===== src/rtl/riscv_pkg.sv =====
// Shared RISC-V definitions: funct3 load/store encodings
// and small helpers for classifying M-stage memory accesses.
package riscv_pkg;

  localparam logic [2:0] F3_LB  = 3'b000;
  localparam logic [2:0] F3_LH  = 3'b001;
  localparam logic [2:0] F3_LW  = 3'b010;
  localparam logic [2:0] F3_LBU = 3'b100;
  localparam logic [2:0] F3_LHU = 3'b101;

  localparam logic [2:0] F3_SB  = 3'b000;
  localparam logic [2:0] F3_SH  = 3'b001;
  localparam logic [2:0] F3_SW  = 3'b010;

  function automatic logic ld_f3_ok(input logic [2:0] f3);
    return (f3 == F3_LB) || (f3 == F3_LH) || (f3 == F3_LW) ||
           (f3 == F3_LBU) || (f3 == F3_LHU);
  endfunction

  function automatic logic st_f3_ok(input logic [2:0] f3);
    return (f3 == F3_SB) || (f3 == F3_SH) || (f3 == F3_SW);
  endfunction

  // Size is encoded in funct3[1:0]: 00 byte, 01 half, 10 word.
  function automatic logic misaligned(input logic [2:0] f3,
                                      input logic [1:0] lo);
    logic m;
    m = 1'b0;
    unique case (f3[1:0])
      2'b01:   m = lo[0];
      2'b10:   m = (lo != 2'b00);
      default: m = 1'b0;
    endcase
    return m;
  endfunction

endpackage


===== src/rtl/mem_access_unit_load_align.sv =====
// Load data extraction: picks the byte/half lane selected by
// the low address bits and sign- or zero-extends it.
module load_align
  import riscv_pkg::*;
#(
  parameter int word_width = 32
) (
  input  logic [word_width-1:0] rdata_i,
  input  logic [2:0]            funct3_i,
  input  logic [1:0]            addr_lo_i,
  output logic [word_width-1:0] data_o
);

  logic [word_width-1:0] sh;
  logic [7:0]            b;
  logic [15:0]           h;

  assign sh = rdata_i >> {addr_lo_i, 3'b000};
  assign b  = sh[7:0];
  assign h  = sh[15:0];

  // Format the selected lane according to the load type.
  always_comb begin
    data_o = rdata_i;
    unique case (funct3_i)
      F3_LB:   data_o = {{(word_width-8){b[7]}}, b};
      F3_LH:   data_o = {{(word_width-16){h[15]}}, h};
      F3_LBU:  data_o = {{(word_width-8){1'b0}}, b};
      F3_LHU:  data_o = {{(word_width-16){1'b0}}, h};
      F3_LW:   data_o = rdata_i;
      default: data_o = rdata_i;
    endcase
  end

endmodule


===== src/rtl/mem_access_unit.sv =====
// M-stage data memory access unit: issues one bus request per
// load/store, stalls the pipeline until it completes.
module mem_access_unit
  import riscv_pkg::*;
#(
  parameter int word_width = 32
) (
  input  logic                  clk,
  input  logic                  rst_n,
  input  logic                  MemReadM,
  input  logic                  MemWriteM,
  input  logic [2:0]            Funct3M,
  input  logic [word_width-1:0] ALUResultM,
  input  logic [word_width-1:0] WriteDataM,
  output logic [word_width-1:0] ReadDataM,
  output logic                  StallM,
  output logic                  MisalignM,
  output logic                  dmem_req,
  output logic                  dmem_we,
  output logic [word_width-1:0] dmem_addr,
  output logic [3:0]            dmem_be,
  output logic [word_width-1:0] dmem_wdata,
  input  logic                  dmem_gnt,
  input  logic                  dmem_rvalid,
  input  logic [word_width-1:0] dmem_rdata
);

  typedef enum logic [1:0] {
    S_IDLE,
    S_REQ,
    S_RESP,
    S_DONE
  } state_e;

  state_e state_q, state_d;

  logic                  is_ld, is_st;
  logic                  ok, mis, acc, bad;
  logic [3:0]            be_in;
  logic [word_width-1:0] wdata_in;
  logic [word_width-1:0] addr_in;

  logic                  we_q;
  logic [3:0]            be_q;
  logic [word_width-1:0] wdata_q;
  logic [word_width-1:0] addr_q;
  logic [2:0]            f3_q;
  logic [1:0]            lo_q;
  logic [word_width-1:0] res_q;
  logic [word_width-1:0] aligned;

  logic                  req, stall, misal;
  logic                  idle;

  // A load wins when both strobes are set.
  assign is_ld = MemReadM;
  assign is_st = MemWriteM & ~MemReadM;
  assign ok    = (is_ld & ld_f3_ok(Funct3M)) |
                 (is_st & st_f3_ok(Funct3M));
  assign mis   = misaligned(Funct3M, ALUResultM[1:0]);
  assign acc   = ok & ~mis;
  assign bad   = ok & mis;

  assign addr_in = {ALUResultM[word_width-1:2], 2'b00};

  // Byte enables and replicated store data for the M-stage store.
  always_comb begin
    be_in    = 4'b0000;
    wdata_in = WriteDataM;
    unique case (Funct3M[1:0])
      2'b00: begin
        be_in    = 4'b0001 << ALUResultM[1:0];
        wdata_in = {(word_width/8){WriteDataM[7:0]}};
      end
      2'b01: begin
        be_in    = 4'b0011 << ALUResultM[1:0];
        wdata_in = {(word_width/16){WriteDataM[15:0]}};
      end
      default: begin
        be_in    = 4'b1111;
        wdata_in = WriteDataM;
      end
    endcase
  end

  load_align #(
    .word_width(word_width)
  ) u_align (
    .rdata_i  (dmem_rdata),
    .funct3_i (f3_q),
    .addr_lo_i(lo_q),
    .data_o   (aligned)
  );

  // State register.
  always_ff @(posedge clk or negedge rst_n) begin
    if (!rst_n) begin
      state_q <= S_IDLE;
    end else begin
      state_q <= state_d;
    end
  end

  // Next-state and handshake/stall outputs.
  always_comb begin
    state_d = state_q;
    req     = 1'b0;
    stall   = 1'b0;
    misal   = 1'b0;
    unique case (state_q)
      S_IDLE: begin
        if (acc) begin
          req   = 1'b1;
          stall = 1'b1;
          if (dmem_gnt) state_d = is_st ? S_DONE : S_RESP;
          else          state_d = S_REQ;
        end else if (bad) begin
          misal = 1'b1;
        end
      end
      S_REQ: begin
        req   = 1'b1;
        stall = 1'b1;
        if (dmem_gnt) state_d = we_q ? S_DONE : S_RESP;
      end
      S_RESP: begin
        stall = 1'b1;
        if (dmem_rvalid) state_d = S_DONE;
      end
      S_DONE: begin
        state_d = S_IDLE;
      end
      default: state_d = S_IDLE;
    endcase
  end

  // Freeze the request fields once it is issued from IDLE.
  always_ff @(posedge clk or negedge rst_n) begin
    if (!rst_n) begin
      we_q    <= 1'b0;
      be_q    <= 4'b0000;
      wdata_q <= '0;
      addr_q  <= '0;
      f3_q    <= 3'b000;
      lo_q    <= 2'b00;
    end else if (state_q == S_IDLE && acc) begin
      we_q    <= is_st;
      be_q    <= be_in;
      wdata_q <= wdata_in;
      addr_q  <= addr_in;
      f3_q    <= Funct3M;
      lo_q    <= ALUResultM[1:0];
    end
  end

  // Formatted load result, held until the next load completes.
  always_ff @(posedge clk or negedge rst_n) begin
    if (!rst_n) begin
      res_q <= '0;
    end else if (state_q == S_RESP && dmem_rvalid) begin
      res_q <= aligned;
    end
  end

  assign idle       = (state_q == S_IDLE);
  assign dmem_req   = req & rst_n;
  assign StallM     = stall & rst_n;
  assign MisalignM  = misal & rst_n;
  assign dmem_we    = idle ? is_st    : we_q;
  assign dmem_addr  = idle ? addr_in  : addr_q;
  assign dmem_be    = idle ? be_in    : be_q;
  assign dmem_wdata = idle ? wdata_in : wdata_q;
  assign ReadDataM  = res_q;

endmodule


===== config.mk =====
export PLATFORM = sky130hd
export DESIGN_NAME = mem_access_unit
export DESIGN_NICKNAME = d
export VERILOG_FILES = /design/src/rtl/riscv_pkg.sv /design/src/rtl/mem_access_unit_load_align.sv /design/src/rtl/mem_access_unit.sv
export SDC_FILE = /design/constraint.sdc
export NUM_CORES = 1
export LEC_CHECK = 0
export ABC_CLOCK_PERIOD_IN_PS = 3690
export CORE_ASPECT_RATIO = 0.6
export CORE_UTILIZATION = 46
export CTS_CLUSTER_DIAMETER = 40
export CTS_CLUSTER_SIZE = 14
export DETAILED_ROUTE_END_ITERATION = 12
export PLACE_DENSITY = 0.81
export REMOVE_ABC_BUFFERS = 1
export SYNTH_ARGS = -nofsm -noshare
export SYNTH_HDL_FRONTEND = slang
export SYNTH_SLANG_ARGS = --single-unit

===== constraint.sdc =====
create_clock -name clk -period 3.69 [get_ports clk]
set_input_delay 0.738 -clock clk [delete_from_list [all_inputs] [get_ports clk]]
set_output_delay 0.738 -clock clk [all_outputs]
set_load 0.005 [all_outputs]

==> impl_results.md <==
- R2r setup slk: 1040 ps
- Top cell type's share of synthesized area: 44.1%
- Worst r2r dst: addr_q[31]
- RSZ-0062 raised after global routing: false
- H-Tree Depth: 3
- Gpl congestion: 0.898
- Synth Register Bits: 106
- Nets: 873
- Outcome: completed
- Starting density of the core: 48.4%
- Global-route wire length before repair: 27.0 mm
- CP arrival: 2770 ps
- Root Buffer: clkbuf_16
- Post-DRT Antenna Nets: 0
- Sequential fraction of the synthesis area: 44.1%
- Total track usage: 25.4%
- Number of vias per cell: 5.52
- Port Buffers: 206
- CP top delay family: buffers and inverters
- Chip Height: 90.6 um
- Vias: 5136
- Initial antenna violation count: 0
- Area Overhead vs Synth: 41.6%
- Max Slew Vio Count: 0
- Largest net degree at the start of global routing: 84
- DRT Pass-1 Iters: 5
- Ant diodes: 0
- Count of hold-fix buffers inserted at cts: 0
- Clock-pin transition on the worst setup and hold timing paths: 80 ps
- Leak: 3.60 nW
- Die width: 150 um
- MaxCap Viol Count: 0
- Power Dens Cells: 837 nW/um2
- Share of layout cells above drive strength 1: 17.1%
- Syn Area/Cell: 10.5 um2
- Synthesized area: 6010 um2
- Vias in the first global route: 5237
- Largest family of logic cells by synthesized area: multiplexers
- Clock Sinks: 106
- Final core occ: 68.6%
- Max stage delay on crit path: 450 ps
- Critical Path Sink Type: output pin
- Fillers: 899
- HPWL Detailed: 12.5 mm
- CP max FO: 10
- Io pins: 209
- Clk buf depth: 2
- Fmax: 285 MHz
- Num CTS Buffers: 9
- Core ar.: 12400 um2
- Post-Synth Simple-Gate Area: 7.97%
- Levels on crit path: 9
- Post CTS Setup Buffer Count: 0
- Cells along the critical path: dlygate4sd2_1 > inv_1 > ha_1 > buf_4 > nor2_1 > buf_4 > a221oi_1 > a21oi_1 > clkdlybuf4s50_1
- Synthesis warning total: 0
- Crit path buf inv count: 5
- Count of different cell masters after synthesis: 41
- Largest area contributor in the netlist: dfrtp_1
- Register area: 2650 um2
- CTS tree: yes
- Final Critical Period: 3510 ps
- FP Rows: 31
- Hold Path Class: input pin to async pin
- Clock Skews: 8.72 ps
- Type of origin of the critical path: input pin
- Clock latency at the later pin of the worst-skew pair: 340 ps
- Mux contribution to synthesized area: 25.9%
- FF-to-FF path depth: 7
- Slew HR: 28.6%
- XOR/XNOR Fraction of Synth Area: 0%
- Ranking of synthesized cells by area: dfrtp_1 44%, mux2_2 10%, mux2_4 8.0%
- # DRC: 0
- Fraction of registers with async set or reset after synthesis: 100%
- Synth Area in Compound Gates: 14.4%
- Routed Wire Length: 17.0 mm
- Reg-to-reg critical path startpoint: state_q[0]
- VDD IR max: 0.473 mV
- Adder-Cell Fraction of Synth Area: 1.46%
- Crit share post-route: 95.0%
- WS Path Type: input pin to output pin
- Tot Pwr: 7.13 mW
- Post-synth EDFFs: 0
- Multi-input gate area: 3040 um2
- Post-Syn Instances: 574
- CP Data Required Time: 2950 ps
- Fin. Hold Viols: 0
- # setup viols final: 0
- DR iter-0 viols: 272
- Predominant post-synthesis flop cell: dfrtp_1
- Total grt overflow: 0
- Crit path top cell by count: buf_4
- Die area: 13500 um2
- Worst Tran Pin Value: 1070 ps
- Wire per inst: 18.3 um
- Slowest cell on the critical path: clkdlybuf4s50_1
layout make-up:
cell class	instances	share of cell area, %
tap	165	2.42
sequential	106	31.1
multi-input combinational	388	35.7
clock inverter	6	0.558
inverter	35	1.54
timing repair buffer	221	25.8
clock buffer	10	2.81
layout by cell type (no fill, tap or decap), types with 2 or more instances in the layout:
cell	Yosys	final
o22ai_1	25	25
mux2_2	55	55
a31oi_1	2	2
nand2_1	26	26
nor2_1	48	48
o21ai_0	21	21
and2_1	9	9
nor2b_1	5	4
mux2_4	32	32
nand3_1	3	3
mux2i_1	46	46
buf_12	0	2
a221oi_1	7	5
a2bb2oi_1	7	7
buf_4	5	14
a22oi_1	4	4
a221oi_2	0	2
ha_1	7	6
or2_2	2	2
inv_6	0	3
nand2b_1	4	3
o2bb2ai_1	7	7
a21oi_1	57	57
clkdlybuf4s50_1	0	203
or3_1	5	5
conb_1	1	2
dfrtp_1	106	106
clkbuf_16	0	9
inv_1	35	35
cells in the mapped netlist (4+ instances only):
cell type  number
buf_6           5
o21ai_0        21
o2bb2ai_1       7
mux2_4         32
buf_2           4
a21oi_1        57
or3_1           5
ha_1            7
clkbuf_1       26
mux2_2         55
dfrtp_1       106
nand2b_1        4
nor2_1         48
nor2b_1         5
a221oi_1        7
nand2_1        26
o22ai_1        25
inv_1          35
mux2i_1        46
buf_1           6
a2bb2oi_1       7
and2_1          9
buf_4           5
a22oi_1         4
per-stage QoR:
step           instance area [um2]  instances  setup slack, ps  hold slack, ps  setup TNS, ps
3_3_place_gp                  8200        915            -25.5             468          -48.1
5_1_grt                       8520        931             78.0             303              0
2_1_floorplan                 5780        529            -7320             442        -521960
3_5_place_dp                  8200        915            -90.4             478           -591
6_report                      8520        931              185             294              0
4_1_cts                       8500        931             20.7             292              0
cells by family after synthesis:
logic type | count (synthesis)
other cells | 1
simple gates | 107
buf+inv | 81
mux | 133
compound gates | 139
flops | 106
fa+ha+maj | 7
where the power goes:
group | leakage, nW | internal [mW] | total, mW | switching [mW]
combinational | 2.22 | 2.42 | 3.99 | 1.57
sequential | 1.24 | 1.75 | 2.21 | 0.462
clock | 0.140 | 0.484 | 0.930 | 0.446
state kept, by name, indices dropped and copies added (netlist names):
| signal | count |
|---|---|
| wdata_q | 32 |
| be_q | 4 |
| f3_q | 3 |
| state_q | 2 |
| ReadDataM | 32 |
| we_q | 1 |
| lo_q | 2 |
| addr_q | 30 |
worst reg2reg max path, delay by kind of cell (launching register included):
| family | cells | cell delay, ps |
|---|---|---|
| simple gates | 1 | 290 |
| flops | 1 | 420 |
| fa+ha+maj | 1 | 380 |
| buf+inv | 4 | 970 |
| mux | 1 | 480 |
worst max-delay path by stage:
stage,startpoint,to,slack [ps]
after floorplan,state_q[0],StallM,-7320
after global placement,Funct3M[1],dmem_wdata[13],-30
after detailed placement,Funct3M[1],dmem_wdata[8],-90
after CTS,Funct3M[0],StallM,20
after global routing,Funct3M[1],dmem_wdata[30],80
final,Funct3M[1],dmem_wdata[28],180
metal layers:
metal	track usage (%)	share of wire (%)	wire length, um	vias to the layer above
met4	4.17	0.53	90	0
met5	0	0	0	-
met1	34.4	42	7130	2479
met2	40.5	47	7950	250
met3	7.78	11	1840	11
li1	-	-	-	2396
repair_timing:
action	in CTS	in global routing
resized for setup	5	3
endpoints found under the setup margin	15	11
pin swaps	0	0
Power figures use the tool's default switching activity.
